[config.mk]
export PLATFORM = sky130hd
export DESIGN_NAME = score_char_encoder
export DESIGN_NICKNAME = d
export VERILOG_FILES = /design/src/rtl/pong_char_pkg.sv /design/src/rtl/bcd_nibble_adj.sv /design/src/rtl/score_char_encoder.sv
export SDC_FILE = /design/constraint.sdc
export NUM_CORES = 1
export LEC_CHECK = 0
export ABC_AREA = 1
export CAP_MARGIN = 20
export CELL_PAD_IN_SITES_DETAIL_PLACEMENT = 1
export CELL_PAD_IN_SITES_GLOBAL_PLACEMENT = 2
export CORE_MARGIN = 1
export CORE_UTILIZATION = 33
export CTS_BUF_LIST = sky130_fd_sc_hd__clkbuf_8 sky130_fd_sc_hd__clkbuf_16
export DETAILED_ROUTE_END_ITERATION = 7
export PLACE_DENSITY = 0.87
export SETUP_SLACK_MARGIN = 0.15
export SLEW_MARGIN = 25
export SYNTH_ARGS = -nofsm -noshare
export SYNTH_HDL_FRONTEND = slang
export SYNTH_SLANG_ARGS = --single-unit
[constraint.sdc]
create_clock -name clk -period 1.5 [get_ports clk]
set_input_delay 0.3 -clock clk [delete_from_list [all_inputs] [get_ports clk]]
set_output_delay 0.3 -clock clk [all_outputs]
set_load 0.02 [all_outputs]
[src/rtl/pong_char_pkg.sv]
// Shared constants, state encoding and helpers for the score character encoder.
package pong_char_pkg;

    localparam int CHAR_W = 6;
    localparam logic [CHAR_W-1:0] CHAR_SPACE = 6'd36;
    localparam logic [CHAR_W-1:0] CHAR_QMARK = 6'd63;

    typedef logic [1:0] state_t;
    localparam state_t IDLE   = 2'd0;
    localparam state_t SHIFT  = 2'd1;
    localparam state_t FORMAT = 2'd2;

    // Largest score that fits in the given number of decimal digits.
    function automatic int unsigned max_decimal(input int unsigned digits);
        int unsigned m;
        m = 1;
        for (int unsigned i = 0; i < digits; i++) begin
            m = m * 10;
        end
        return m - 1;
    endfunction

endpackage

[src/rtl/bcd_nibble_adj.sv]
// Double-dabble correction for one BCD nibble: add 3 when the nibble is 5 or more.
module bcd_nibble_adj (
    input  logic [3:0] nibble,
    output logic [3:0] adjusted
);

    assign adjusted = (nibble >= 4'd5) ? nibble + 4'd3 : nibble;

endmodule

[src/rtl/score_char_encoder.sv]
// Serial binary-to-decimal converter producing per-digit glyph codes for the score renderers.
//
//   state  | meaning
//   IDLE   | waiting for Load, Chars holds the last result
//   SHIFT  | one double-dabble step per cycle, SCORE_W cycles
//   FORMAT | BCD complete, glyph codes registered into Chars on exit
module score_char_encoder
    import pong_char_pkg::*;
#(
    parameter int SCORE_W     = 10,
    parameter int DIGITS      = 3,
    parameter bit BLANK_ZEROS = 1'b1
) (
    input  logic                       clk,
    input  logic                       reset,
    input  logic [SCORE_W-1:0]         Score,
    input  logic                       Load,
    output logic [CHAR_W*DIGITS-1:0]   Chars,
    output logic                       Busy,
    output logic                       Done
);

    localparam int BCD_W = 4 * DIGITS;
    localparam int CNT_W = $clog2(SCORE_W + 1);
    localparam int unsigned MAX_SCORE = max_decimal(DIGITS);
    localparam logic [CNT_W-1:0] LAST_CNT = CNT_W'(SCORE_W - 1);

    function automatic logic [CHAR_W*DIGITS-1:0] reset_chars();
        logic [CHAR_W*DIGITS-1:0] r;
        r = '0;
        for (int k = 1; k < DIGITS; k++) begin
            r[CHAR_W*k +: CHAR_W] = BLANK_ZEROS ? CHAR_SPACE : '0;
        end
        return r;
    endfunction

    localparam logic [CHAR_W*DIGITS-1:0] CHARS_RST = reset_chars();

    state_t                   state;
    logic [SCORE_W-1:0]       shift_reg;
    logic [BCD_W-1:0]         bcd;
    logic [BCD_W-1:0]         bcd_adj;
    logic [CNT_W-1:0]         cnt;
    logic                     over_flag;
    logic                     pend;
    logic [SCORE_W-1:0]       pend_val;
    logic [SCORE_W-1:0]       start_val;
    logic                     start_over;
    logic [CHAR_W*DIGITS-1:0] chars_fmt;
    logic                     lead;
    logic [3:0]               digit;
    logic                     unused_carry;

    for (genvar g = 0; g < DIGITS; g++) begin : g_adj
        bcd_nibble_adj u_adj (
            .nibble   (bcd[4*g +: 4]),
            .adjusted (bcd_adj[4*g +: 4])
        );
    end

    // Anything shifted past the top nibble is beyond DIGITS and is covered by the overflow flag.
    assign unused_carry = bcd_adj[BCD_W-1];

    // A fresh Load always beats an older queued request.
    assign start_val  = Load ? Score : pend_val;
    assign start_over = (32'(start_val) > MAX_SCORE);

    always_comb begin
        chars_fmt = '0;
        lead      = 1'b1;
        digit     = '0;
        for (int k = DIGITS - 1; k >= 0; k--) begin
            digit = bcd[4*k +: 4];
            if (over_flag) begin
                chars_fmt[CHAR_W*k +: CHAR_W] = CHAR_QMARK;
            end else if (BLANK_ZEROS && lead && (k != 0) && (digit == 4'd0)) begin
                chars_fmt[CHAR_W*k +: CHAR_W] = CHAR_SPACE;
            end else begin
                chars_fmt[CHAR_W*k +: CHAR_W] = CHAR_W'(digit);
                lead = 1'b0;
            end
        end
    end

    always_ff @(posedge clk or negedge reset) begin
        if (!reset) begin
            state     <= IDLE;
            shift_reg <= '0;
            bcd       <= '0;
            cnt       <= '0;
            over_flag <= 1'b0;
            pend      <= 1'b0;
            pend_val  <= '0;
            Chars     <= CHARS_RST;
            Busy      <= 1'b0;
            Done      <= 1'b0;
        end else begin
            Done <= 1'b0;
            case (state)
                IDLE: begin
                    if (Load) begin
                        shift_reg <= start_val;
                        over_flag <= start_over;
                        bcd       <= '0;
                        cnt       <= '0;
                        Busy      <= 1'b1;
                        state     <= SHIFT;
                    end
                end
                SHIFT: begin
                    if (Load) begin
                        pend     <= 1'b1;
                        pend_val <= Score;
                    end
                    bcd       <= {bcd_adj[BCD_W-2:0], shift_reg[SCORE_W-1]};
                    shift_reg <= {shift_reg[SCORE_W-2:0], 1'b0};
                    cnt       <= cnt + CNT_W'(1);
                    if (cnt == LAST_CNT) begin
                        state <= FORMAT;
                    end
                end
                FORMAT: begin
                    Chars <= chars_fmt;
                    Done  <= 1'b1;
                    if (Load || pend) begin
                        shift_reg <= start_val;
                        over_flag <= start_over;
                        bcd       <= '0;
                        cnt       <= '0;
                        pend      <= 1'b0;
                        state     <= SHIFT;
                    end else begin
                        Busy  <= 1'b0;
                        state <= IDLE;
                    end
                end
                default: state <= IDLE;
            endcase
        end
    end

endmodule

==> results.yml <==
status:
  outcome: "finished, final reports clean"
synth:
  synth_seq_cells: 57
  synth_edf_count: 0
  ys_types: 25
  synth_area_per_cell_um2: 8.32
  synth_cells: 331
  async_flop_share: 1.00
  synth-warning-count: 0
  yosysSeqAreaShare: 0.520
  synth_nets: 353
  synth_area_um2: 2750
  synth_flop_cell: "dfrtp_1"
final_layout:
  ff_latch_area_um2: 1430
  n_fill_cell: 938
  multi_input_area_um2: 1170
  area_growth_pct: 36.2
  largest_registers: "Chars: 15 flops, bcd: 12 flops"
  drive_gt1_frac: 0.259
  final_cells: 512
  final_common_cell: "nand2_1"
  nets: 427
  largest_reg_flops: 15
  antenna_cells: 0
  mostFrequentLayoutCells: "101 x nand2_1, 51 x dfrtp_1, 41 x buf_4"
  largest_register: "Chars"
timing:
  worst_pin_slew_ns: 0.309
  setup_ws_ns: 0.192
  slew_headroom: 0.794
  fin_crit_sh: 0.872
  max_freq_ghz: 0.765
  clock_skew_ns: 0.00829
  finalCriticalPeriod_ns: 1.31
  setup_viol: 0
  rsz0062_at_grt: "yes"
  drv_slew: 0
  hold_viol: 0
place:
  hpwl_um: 4770
  gp_congestion: 0.743
  placed_cells: 483
  port_buffers: 32
  pre_cts_slack_ns: -0.257
floorplan:
  rows: 32
  die_w_um: 93.3
  io_pins: 33
  start_util: 0.349
  core_um2: 7890
  die_area_um2: 8710
  dieHeight_um: 93.3
critical_path:
  cp_top_family: "flip-flops"
  reg2regPathDepth: 8
  required_ns: 1.20
  path_cells: "clkdlybuf4s15_2"
  worst-path-stages: 1
  cpMaxStageDelayCell: "dfrtp_1"
  critPathBufInv: 1
  critPathArrivalTime_ns: 1.01
  worst_path_largest_cell_delay_ns: 0.41
  critical_path_class: "register to primary output"
  end_kind: "primary output"
  start_kind: "register"
  cp_max_fo: 5
routing:
  postRouteAntennaNets: 0
  wl_per_cell_um: 13.8
  wl_um: 7040
  vias: 2468
  drtIter0Drc: 38
  vias_per_cell: 4.82
  route.detailed.drc: 0
  drt_first_pass_iters: 4
cts:
  clk_path_buf_depth: 2
  worst_skew_pair.late_latency_ns: 0.34
  cts-buffers-inserted: 9
  cts_tree: "built"
  cts.sinks: 57
  cts_max_level: 3
  cts_root_buf: "clkbuf_8"
  clk_pin_slew_ns: 0.06
hold_path:
  hold_class: "register to register"
  min_path_cells: 2
global_route:
  grt_max_degree: 58
  grt_busiest_layer: "met2"
  grt_pass1_vias: 2572
  gr-total-overflow: 0
  gr-usage-met2: 0.328
  grtUsageMet3: 0.0463
  grt_first_pass_wirelength_um: 11900
  antenna_found_initial: 0
  grt_use_met1: 0.200
  grt_usage: 0.178
power_and_ir_drop:
  ir_drop_mv: 0.821
  p_leak_nw: 1.89
  p_per_area_nw_per_um2: 2120
flow_run:
  maxCapViolCount: 0
## final timing paths
check / startpoint / endpoint / slack (ns)
setup / recovery: Chars[16] / Chars[10] / 0.19
hold / removal: Chars[17] / Chars[17] / 0.47
setup reg to reg: state[1] / shift_reg[4] / 0.22
hold reg to reg: Chars[17] / Chars[17] / 0.47
max in group asynchronous: reset / Chars[8] / 0.72
min in group asynchronous: reset / bcd[2] / 0.50
## worst min-delay path, cell delays in order (launching register included)
cell	delay, ns
dfstp_2	0.37
nand2_1	0.05
nand2_1	0.05
## per-layer routing
layer,routed length (um),part of all wire
met5,0,0
met4,80,0.011
met2,3690,0.52
met1,3060,0.43
met3,215,0.031
## synthesized netlist by cell type (4+ instances only)
master | n | area (um2)
a21oi_1 | 12 | 60.1
o21ai_0 | 22 | 110
dfstp_2 | 4 | 105
ha_1 | 9 | 113
buf_2 | 4 | 20.0
nand2_1 | 105 | 394
nand3_1 | 21 | 105
inv_2 | 6 | 22.5
dfrtp_1 | 53 | 1330
buf_4 | 6 | 45.0
inv_1 | 26 | 97.6
nor2_1 | 31 | 116
o21ai_1 | 6 | 30.0
a31oi_1 | 6 | 37.5
## where the power goes
| part | internal [mW] | leakage (nW) | switching (mW) | total [mW] |
|---|---|---|---|---|
| Sequential | 2.25 | 0.689 | 0.464 | 2.72 |
| Combinational | 1.55 | 1.08 | 2.05 | 3.59 |
| Clock | 1.06 | 0.125 | 0.593 | 1.65 |
## cell families after synthesis
| group | count (synthesis) | share of synthesized area |
|---|---|---|
| adder cells (fa/ha/maj) | 9 | 0.0409 |
| XOR/XNOR | 1 | 0.00318 |
| buffers and inverters | 44 | 0.0755 |
| AND/OR/NAND/NOR | 167 | 0.255 |
| multiplexers | 1 | 0.00364 |
| AO/OA/AOI/OAI | 52 | 0.102 |
| flip-flops | 57 | 0.520 |
## repair_timing
item / in CTS / in global routing
resized for setup: 58 / 28
cloned: 0 / 1
pin swaps: 0 / 3
buffers inserted: 2 / 9
hold endpoints to repair: 53 / 0
endpoints found under the setup margin: 30 / 37
hold buffers: 1 / 0
## stage by stage
stage / util / area, um2 / setup TNS [ns] / total power [mW] / hold WS [ns]
2_1_floorplan: - / 2750 / 0 / 4.78 / 0.00441
3_3_place_gp: 0.429 / 3380 / -2.12 / 5.98 / 0.329
3_5_place_dp: 0.429 / 3380 / -4.38 / 6.13 / 0.328
4_1_cts: 0.461 / 3640 / 0 / 7.78 / 0.475
5_1_grt: 0.475 / 3750 / 0 / 8.65 / 0.487
6_report: 0.475 / 3750 / 0 / 7.96 / 0.472
## final cells by class
class | instances | share of cell area
inverter | 32 | 0.0320
clock buffer | 12 | 0.0441
sequential | 57 | 0.383
tap | 102 | 0.0340
timing repair buffer | 75 | 0.177
multi-input combinational | 230 | 0.312
clock inverter | 4 | 0.0180
No activity file was read; power rests on OpenSTA's default activity.
